**config.mk**
```make
export PLATFORM = sky130hd
export DESIGN_NAME = matvec3_host_flat
export DESIGN_NICKNAME = d
export VERILOG_FILES = /design/src/rtl/matvec3_host_if.sv /design/src/rtl/matvec3_host.sv /design/src/flat_wrapper.sv
export SDC_FILE = /design/constraint.sdc
export NUM_CORES = 1
export LEC_CHECK = 0
export CORE_MARGIN = 2
export CORE_UTILIZATION = 53
export CTS_CLUSTER_SIZE = 14
export DETAILED_ROUTE_END_ITERATION = 12
export PLACE_DENSITY = 0.77
export SLEW_MARGIN = 15
export SYNTH_ARGS = -nofsm -noshare
export SYNTH_HDL_FRONTEND = slang
export SYNTH_SLANG_ARGS = --single-unit
```
**constraint.sdc**
```tcl
create_clock -name clk -period 8.7 [get_ports clk]
set_input_delay 2.175 -clock clk [delete_from_list [all_inputs] [get_ports clk]]
set_output_delay 2.175 -clock clk [all_outputs]
set_load 0.02 [all_outputs]
```
**src/rtl/matvec3_host_if.sv**
```systemverilog
// rtl/matvec3_host_if.sv - operand source and result sink streams between host and matvec3
//
// Purpose: bundles both valid/ready handshakes that connect matvec3_host to matvec3.
// Ports (signals):
//   m_valid, m_ready, m_data : operand stream, host -> matvec3
//   s_valid, s_ready, s_data : result stream, matvec3 -> host
// Modports: master = host side, slave = matvec3 side.
interface matvec3_host_if #(
  parameter int IN_W  = 14,
  parameter int OUT_W = 28
);
  logic                    m_valid;
  logic                    m_ready;
  logic signed [IN_W-1:0]  m_data;
  logic                    s_valid;
  logic                    s_ready;
  logic signed [OUT_W-1:0] s_data;

  modport master (
    output m_valid, m_data, s_ready,
    input  m_ready, s_valid, s_data
  );

  modport slave (
    input  m_valid, m_data, s_ready,
    output m_ready, s_valid, s_data
  );
endinterface

```
**src/rtl/matvec3_host.sv**
```systemverilog
// rtl/matvec3_host.sv - master-side driver for the 3x3 matrix-vector unit
//
// Purpose: holds a 12-entry operand buffer (W row-major at 0..8, x at 9..11),
// streams it to matvec3 on start, then collects the three y results.
// Ports:
//   clk, reset           clock and asynchronous active-high reset
//   load_en/addr/data    local buffer write port (IDLE only, addr 12..15 ignored)
//   start                begin a transaction (IDLE only)
//   busy, done           status; done is a one-cycle pulse in DONE
//   res_addr, res_data   combinational result read (addr 3 reads 0)
//   proto_err            sticky: s_valid seen outside RECV
//   mv                   operand/result streams to matvec3 (master modport)
module matvec3_host #(
  parameter int IN_W  = 14,
  parameter int OUT_W = 28
) (
  input  logic                    clk,
  input  logic                    reset,
  input  logic                    load_en,
  input  logic [3:0]              load_addr,
  input  logic signed [IN_W-1:0]  load_data,
  input  logic                    start,
  output logic                    busy,
  output logic                    done,
  input  logic [1:0]              res_addr,
  output logic signed [OUT_W-1:0] res_data,
  output logic                    proto_err,
  matvec3_host_if.master          mv
);

  localparam logic [1:0] IDLE = 2'd0;
  localparam logic [1:0] SEND = 2'd1;
  localparam logic [1:0] RECV = 2'd2;
  localparam logic [1:0] DONE = 2'd3;

  logic [1:0]              state;
  logic [3:0]              idx;
  logic [1:0]              rcnt;
  logic signed [IN_W-1:0]  buf_q [12];
  logic signed [OUT_W-1:0] res_q [3];

  always_ff @(posedge clk or posedge reset) begin
    if (reset) begin
      state     <= IDLE;
      idx       <= '0;
      rcnt      <= '0;
      proto_err <= 1'b0;
      for (int i = 0; i < 12; i++) buf_q[i] <= '0;
      for (int i = 0; i < 3; i++)  res_q[i] <= '0;
    end else begin
      // Any result beat offered outside RECV means matvec3 and host disagree on phase.
      if (mv.s_valid && state != RECV) proto_err <= 1'b1;

      case (state)
        IDLE: begin
          // A load in the same cycle as start lands on this edge, so SEND sees it.
          if (load_en && load_addr < 4'd12) buf_q[load_addr] <= load_data;
          if (start) begin
            idx   <= '0;
            rcnt  <= '0;
            for (int i = 0; i < 3; i++) res_q[i] <= '0;
            state <= SEND;
          end
        end
        SEND: begin
          if (mv.m_ready) begin
            idx <= idx + 4'd1;
            if (idx == 4'd11) state <= RECV;
          end
        end
        RECV: begin
          if (mv.s_valid) begin
            res_q[rcnt] <= mv.s_data;
            rcnt        <= rcnt + 2'd1;
            if (rcnt == 2'd2) state <= DONE;
          end
        end
        default: state <= IDLE;
      endcase
    end
  end

  // Outputs decode straight from state so an async reset clears them in the same cycle.
  assign busy       = (state != IDLE);
  assign done       = (state == DONE);
  assign mv.m_valid = (state == SEND);
  assign mv.m_data  = (state == SEND) ? buf_q[idx] : '0;
  assign mv.s_ready = (state == RECV);
  assign res_data   = (res_addr == 2'd3) ? '0 : res_q[res_addr];

endmodule

```
**src/flat_wrapper.sv**
```systemverilog
// flat-port wrapper written by rule: the top's interface ports become plain ports
module matvec3_host_flat 
#(
  parameter int IN_W  = 14,
  parameter int OUT_W = 28
)
  (clk, reset, load_en, load_addr, load_data, start, busy, done, res_addr, res_data, proto_err, mv_m_valid, mv_m_data, mv_s_ready, mv_m_ready, mv_s_valid, mv_s_data);
  matvec3_host_if #(.IN_W(IN_W), .OUT_W(OUT_W)) mv_i ();
  input  logic clk;
  input  logic reset;
  input  logic load_en;
  input  logic [3:0] load_addr;
  input  logic signed [IN_W-1:0] load_data;
  input  logic start;
  output logic busy;
  output logic done;
  input  logic [1:0] res_addr;
  output logic signed [OUT_W-1:0] res_data;
  output logic proto_err;
  output wire logic [$bits(mv_i.m_valid)-1:0] mv_m_valid;
  output wire logic [$bits(mv_i.m_data)-1:0] mv_m_data;
  output wire logic [$bits(mv_i.s_ready)-1:0] mv_s_ready;
  input wire logic [$bits(mv_i.m_ready)-1:0] mv_m_ready;
  input wire logic [$bits(mv_i.s_valid)-1:0] mv_s_valid;
  input wire logic [$bits(mv_i.s_data)-1:0] mv_s_data;
  assign mv_m_valid = mv_i.m_valid;
  assign mv_m_data = mv_i.m_data;
  assign mv_s_ready = mv_i.s_ready;
  assign mv_i.m_ready = mv_m_ready;
  assign mv_i.s_valid = mv_s_valid;
  assign mv_i.s_data = mv_s_data;
  matvec3_host #(.IN_W(IN_W), .OUT_W(OUT_W)) u_core (.clk(clk), .reset(reset), .load_en(load_en), .load_addr(load_addr), .load_data(load_data), .start(start), .busy(busy), .done(done), .res_addr(res_addr), .res_data(res_data), .proto_err(proto_err), .mv(mv_i));
endmodule
```
=== After elaboration in Yosys (flattened, before gate mapping) ===
Index checks and enable logic that the tools add are counted.

* Output and inout bits: 47
* Input port bits: 54
* Flip-flop bits (word level): 261

* Equality and inequality tests: 12
* Order comparisons: 7
* Muxes and demuxes: 29
* Bitwise logic cells: 4
* Add/subtract/negate cells: 2
* Reduce and logical (&&, ||, !) cells: 12

{| class="wikitable"
|+ Operators by type and width
! cell !! number
|-
| 168-bit bitwise mux || 1
|-
| 84-bit 2-to-1 mux || 2
|-
| 84-bit case mux with 2 select lines || 1
|-
| 28-bit 2-to-1 mux || 4
|-
| 84-bit bitwise mux || 1
|-
| 14-bit binary-select mux with 4-bit select || 1
|-
| 28-bit binary-select mux with 2-bit select || 1
|-
| 14-bit demux with 4-bit select || 1
|-
| 28-bit demux with 2-bit select || 1
|-
| 14-bit 2-to-1 mux || 4
|-
| 2-bit 2-to-1 mux || 7
|-
| 5-bit >= comparator (second input constant) || 2
|-
| 4-bit inverter with 5-bit output || 2
|-
| 2-bit equality test (second input constant) || 4
|-
| 4-bit 2-to-1 mux || 2
|-
| 2-bit by 1-bit inequality test with 1-bit output (second input constant) || 4
|-
| 4-bit case mux with 2 select lines || 1
|-
| 3-bit >= comparator (second input constant) || 2
|-
| 2-bit inverter with 3-bit output || 2
|-
| 2-bit case mux with 3 select lines || 1
|-
| 3-bit AND reduction || 2
|-
| 2-bit nonzero test || 3
|-
| 5-bit by 1-bit less-than comparator with 1-bit output (second input constant) || 1
|-
| 5-bit AND reduction || 1
|-
| other kinds (11) || 15
|}

=== Depth between registers and ports, before layout ===
Gate-level depths: netlist (run 1).

* Depth after elaboration: 8
* Mapped depth: 9
* Mapped depth without buffers: 6

=== Worst setup path after synthesis (run 1) ===
OpenSTA, ideal clock, no wires.

* Kind: input to output
* From: input res_addr[0]
* To: output res_data[17]
* Buffers on the path: 3
* Stages: 6
* Path slack: 3.251 ns
* Arrival time: 3.274 ns
* Cells stage by stage: clkbuf_1 nor2b_1 buf_2 clkbuf_1 nand2_1 o21ai_0

* Longest elaborated chain between the ends: 5
* Elaborated cells on any way between the ends: 6

{| class="wikitable"
|+ Ends and longest elaborated chain
! what !! RTL line !! source
|-
| start, declared || flat_wrapper.sv:17 || <nowiki>input logic [1:0] res_addr;</nowiki>
|-
| 2-bit inverter with 3-bit output (not written as such) || matvec3_host.sv:89 || <nowiki>assign res_data = (res_addr == 2'd3) ? '0 : res_q[res_addr];</nowiki>
|-
| 28-bit binary-select mux with 2-bit select || matvec3_host.sv:89 ||
|-
| 28-bit 2-to-1 mux (not written as such) (2 in series) || matvec3_host.sv:89 ||
|-
| 28-bit 2-to-1 mux * || matvec3_host.sv:89 ||
|-
| end, declared || flat_wrapper.sv:18 || <nowiki>output logic signed [OUT_W-1:0] res_data;</nowiki>
|}

Mark *: on every way between the ends. The rest lies on a longest branch, timed or not. The select of a mux whose other input is x is not followed.

=== Worst setup path in the final report (run 1) ===
Ends and elaborated chain as after synthesis.

==> impl_metrics.toml, run 1 <==
[outcome]
status = "finished clean"

[clock_network]
post_cts_buffers = 0
clockBufferDepth = 3
cts_buffers = 28
cts_sinks = 261
insertion_delay_ns = 0.53
cts_resized = 0
cts_max_level = 1
cts_tree = "built"
path_clk_slew_ns = 0.06
cts-root-buf = "clkbuf_16"
holdBufCountCts = 0

[routing]
ant_nets = 0
drt-initial-drc-count = 345
via_per_inst = 5.96
wl_per_cell_um = 20.9
routed_wl_um = 26100
drc_errors = 0
vias = 7471
firstDrtPassIters = 5

[place]
dp.cells = 1203
gp_congestion = 0.741
portBuffers = 100
hpwl_um = 15800

[synthesis]
synthFlopType = "dfrtp_1"
ys_types = 44
synth_edf_count = 0
syn_nets = 943
yosysWarnings = 0
synthCells = 880
async_reset_ff_share_pct = 100
yosysSeqAreaShare_pct = 54.5
avgSynthCellArea_um2 = 13.6
ys_seq_elements = 261
synth.cell_area_mm2 = 0.0120

[timing]
hold_violations = 0
drv_slew = 0
setup-violations-final = 0
slew-limit-headroom_pct = 24.0
tightest_slew_ns = 1.14
rsz0062_at_grt = "false"
fin_crit_sh_pct = 82.6
finClkSkew_ns = 0.0104
fmax_mhz = 139
tns_ns = 0
period_minus_slack_ns = 7.18

[layout]
final_core_util_pct = 62.5
fin_nets = 1011
drive_gt1_share_pct = 30.2
layout.cells.non_filler = 1253
diodes = 0
synthToLayoutAreaGrowth_pct = 16.8

[floorplanning]
rows = 55
dieArea_mm2 = 0.0238
start_util_pct = 53.5
boundaryPins = 101
die_y_um = 154
die_w_um = 154
fp.coreArea_mm2 = 0.0224

[worst_setup_path]
critPathLaunch = "res_addr[0]"
r2r_start = "u_core.state[1]"
cp-start-kind = "primary input"
crit_required_ns = 6.53
endpoint_kind = "primary output"
crit_type = "primary input to primary output"
r2r_cells = 5
r2r_slack_ns = 6.19
path_max_fanout = 29
cp-endpoint = "res_data[17]"
arrival_ns = 5.01
worst_r2r_endpoint = "u_core.buf_q[98]"

[min_path]
min_path_type = "register to register"

[flow_run]
maxCapViolCount = 0

[global_routing]
grt_max_degree = 201
antenna_found_initial = 2
grt_pass1_vias = 7625
grt_pass1_wl_um = 42800
groute.usage.overall_pct = 22.5
grt_overflow = 0

[power_and_ir_drop]
ir_drop_mv = 0.203
power.density_mw_per_mm2 = 329
p_leak_nw = 6.40
## registers in the layout, summed over array words and instances (netlist names)
signal	count
u_core.idx	4
u_core.buf_q	168
u_core.proto_err	1
u_core.res_q	84
u_core.rcnt	2
u_core.state	2
## per-layer routing
metal,up-vias,share of wire (%),GRT usage (%)
met1,3835,45,31.5
met5,-,0.050,0
li1,3385,-,-
met3,51,5.1,4.17
met4,2,2.3,6.31
met2,198,48,36.4
## kinds of logic (layout without fill, tap and decap cells)
kind of cell	count (synthesis)	count (layout)	share of synthesized area [%]
adder cells (fa/ha/maj)	9	9	0.939
multiplexers	255	255	26.6
AND/OR/NAND/NOR	111	111	4.67
AO/OA/AOI/OAI	162	162	10.2
flip-flops	261	261	54.5
buffers and inverters	82	170	3.19
## power by group
part	switching, mW	internal [mW]
sequential	0.309	1.69
combinational	0.641	0.830
clock	0.472	0.667
total	1.42	3.18
## cell usage after synthesis (2+ instances only)
master	n	share of area, %
nand2b_1	9	0.47
and3_1	4	0.21
nand4b_1	2	0.15
nand3_1	3	0.13
mux4_2	28	5.3
buf_4	4	0.25
o21ai_0	34	1.4
ha_1	9	0.94
mux2_2	185	17
buf_2	30	1.3
inv_1	7	0.22
mux2_1	3	0.28
buf_6	3	0.28
mux2i_1	29	2.4
nor3_1	2	0.083
clkbuf_1	33	1.0
mux2_4	10	1.3
and2_1	3	0.16
a22o_1	85	6.2
o31ai_1	14	0.88
a31oi_1	2	0.10
buf_1	5	0.16
nand2_1	53	1.7
o22ai_1	14	0.73
dfrtp_1	261	54
nor2_1	9	0.28
a21o_1	2	0.13
o21ai_2	3	0.22
a21oi_1	3	0.13
nor2b_1	17	0.89
## layout make-up
cell class	count	area, um2
Clock buffer	42	845
Sequential cell	261	6540
Tap cell	285	357
Inverter	7	30.0
Clock inverter	8	48.8
Timing Repair Buffer	113	1110
Multi-Input combinational cell	537	5090
Fill cell	1701	8420
## critical path: stages
cell,delay (ns)
clkdlybuf4s50_1,0.97
nor2b_2,0.95
nand2_1,0.13
o21ai_0,0.13
clkdlybuf4s50_1,0.64
## worst min-delay path by stage
stage,startpoint,to,depth (start not counted)
6_report,u_core.proto_err,u_core.proto_err,1
5_1_grt,u_core.proto_err,u_core.proto_err,1
4_1_cts,u_core.proto_err,u_core.proto_err,1
3_5_place_dp,u_core.proto_err,u_core.proto_err,1
3_3_place_gp,u_core.proto_err,u_core.proto_err,1
2_1_floorplan,u_core.buf_q[106],u_core.buf_q[106],1
## layout by cell type (no fill, tap or decap), types with 10 or more instances in the layout
| cell | synthesis | layout |
|---|---|---|
| mux2i_1 | 29 | 29 |
| o21ai_0 | 34 | 34 |
| buf_4 | 4 | 12 |
| mux2_2 | 185 | 185 |
| o22ai_1 | 14 | 14 |
| mux2_4 | 10 | 10 |
| nor2b_1 | 17 | 16 |
| dfrtp_1 | 261 | 260 |
| nand2_1 | 53 | 53 |
| o31ai_1 | 14 | 14 |
| clkbuf_16 | 0 | 29 |
| clkdlybuf4s50_1 | 0 | 99 |
| mux4_2 | 28 | 28 |
| a22o_1 | 85 | 85 |
## per-stage QoR
| step | hold slack [ns] | setup slack [ns] | total power [mW] | area, um2 |
|---|---|---|---|---|
| 4_1_cts | 0.464 | 1.50 | 4.64 | 14000 |
| 6_report | 0.457 | 1.52 | 4.61 | 14000 |
| 2_1_floorplan | 0.459 | 3.08 | 3.05 | 12000 |
| 3_5_place_dp | 0.451 | 1.51 | 3.48 | 13100 |
| 5_1_grt | 0.492 | 1.22 | 4.87 | 14000 |
| 3_3_place_gp | 0.440 | 1.67 | 3.42 | 13100 |
Note: power is estimated with default switching activity, not from simulation.
==> run 2: changes to the inputs <==
==> constraint.sdc (replaced) <==
create_clock -name clk -period 5.92 [get_ports clk]
set_input_delay 1.48 -clock clk [delete_from_list [all_inputs] [get_ports clk]]
set_output_delay 1.48 -clock clk [all_outputs]
set_load 0.02 [all_outputs]
==> impl_metrics.toml, run 2 (synthesis gave the netlist of run 1 again) <==
[outcome]
status = "finished clean"

[place]
place_area_mm2 = 0.0132
portBuffers = 100
hpwl_um = 16200
dp.cells = 1206
gp_congestion = 0.752
pre_cts_ws_ns = 0.962

[clock_network]
cts_sinks = 261
cts_tree = "built"
insertion_delay_ns = 0.53
holdBufCountCts = 0
cts_buffers = 28
cts_max_level = 1
cts_resized = 0
cts-root-buf = "clkbuf_16"
path_clk_slew_ns = 0.06
clockBufferDepth = 3
post_cts_buffers = 0

[global_routing]
grt_pass1_wl_um = 43000
grt_overflow = 0
grt_max_degree = 73
grt_pass1_vias = 7832
groute.usage.overall_pct = 22.7
antenna_found_initial = 2

[timing]
period_minus_slack_ns = 5.03
worst_slack_ns = 0.886
tns_ns = 0
fmax_mhz = 199
hold_violations = 0
drv_slew = 0
setup-violations-final = 0
rsz0062_at_grt = "false"
tightest_slew_ns = 1.14
fin_crit_sh_pct = 85.0
finClkSkew_ns = 0.0105
slew-limit-headroom_pct = 24.0

[min_path]
min_path_type = "register to register"

[floorplanning]
boundaryPins = 101
start_util_pct = 53.5
die_y_um = 154
dieArea_mm2 = 0.0238
fp.coreArea_mm2 = 0.0224
die_w_um = 154
rows = 55

[layout]
diodes = 0
final_common_cell = "dfrtp_1"
drive_gt1_share_pct = 30.3
fillers = 1695
layout.cells.non_filler = 1258
fin_nets = 1014
top_register = "u_core.buf_q"
largest_reg_flops = 168
synthToLayoutAreaGrowth_pct = 17.8
final_area_mm2 = 0.0141
largestRegisters = "u_core.buf_q: 168 flops, u_core.res_q: 84 flops, u_core.idx: 4 flops"
final_core_util_pct = 63.0
layout_common_cells = "dfrtp_1, mux2_2, clkdlybuf4s50_1"

[routing]
vias = 7585
routed_wl_um = 26700
drc_errors = 0
drt-initial-drc-count = 410
via_per_inst = 6.03
firstDrtPassIters = 5
ant_nets = 0
wl_per_cell_um = 21.2

[worst_setup_path]
cpMaxStageDelayCell = "dfrtp_1"
crit_required_ns = 4.44
path_max_fanout = 22
crit_type = "register to primary output"
crit_chain = "nand2b_1 -> o22ai_1 -> o31ai_1 -> clkdlybuf4s50_1"
critical_path.max_stage_delay_ns = 0.90
cp-start-kind = "register"
endpoint_kind = "primary output"
arrival_ns = 3.55

[power_and_ir_drop]
p_leak_nw = 6.46
ir_drop_mv = 0.308
power.density_mw_per_mm2 = 491

[flow_run]
maxCapViolCount = 0
## run 2: cell count changes in the layout (fill, tap and decap cells not counted), sizes merged
cell,delta
buf,+3
clkbuf,-2
clkinv,+1
clkinvlp,-1
bufinv,+4
## run 2: routing by layer
layer	vias to the layer above	wire [um]	global-route usage, %
met5	-	14	0
met4	2	504	5.69
met3	41	1470	4.15
met2	207	13100	37.9
met1	3934	11600	31.1
li1	3401	-	-
## run 2: critical path: cells and delay by family (launching register included)
kind / cells / cell delay (ns)
AO/OA/AOI/OAI: 2 / 0.62
flip-flops: 1 / 0.90
buffers and inverters: 1 / 0.72
AND/OR/NAND/NOR: 1 / 0.77
## run 2: final cells by class
type	count	area (um2)	share of cell area (%)
multi-input cells	537	5100	36.1
flip-flops and latches	261	6540	46.2
inverters	7	30.0	0.213
clock inverters	12	174	1.23
repair buffers	116	1140	8.08
well taps	285	357	2.52
clock buffers	40	797	5.64
## run 2: final timing paths
kind	end	slack [ns]	cells past startpoint	start
max	mv_m_data[10]	0.89	4	u_core.idx[2]
min	u_core.proto_err	0.46	1	u_core.proto_err
max reg2reg	u_core.res_q[3]	3.42	5	u_core.state[0]
min reg2reg	u_core.proto_err	0.46	1	u_core.proto_err
max in group asynchronous	u_core.res_q[81]	3.40	3	reset
min in group asynchronous	u_core.proto_err	1.48	2	reset
## run 2: report_power, final
part           internal [mW]  switching (mW)  total, mW
logic                   1.22           0.954       2.17
clock network           1.11           0.713       1.83
registers               2.48           0.460       2.94
total                   4.81            2.13       6.94
## run 2: stage by stage
step	hold WS (ns)	power (mW)
after floorplan	0.459	4.48
after global placement	0.441	5.03
after detailed placement	0.448	5.12
after CTS	0.462	6.97
after global routing	0.485	7.31
final	0.458	6.94
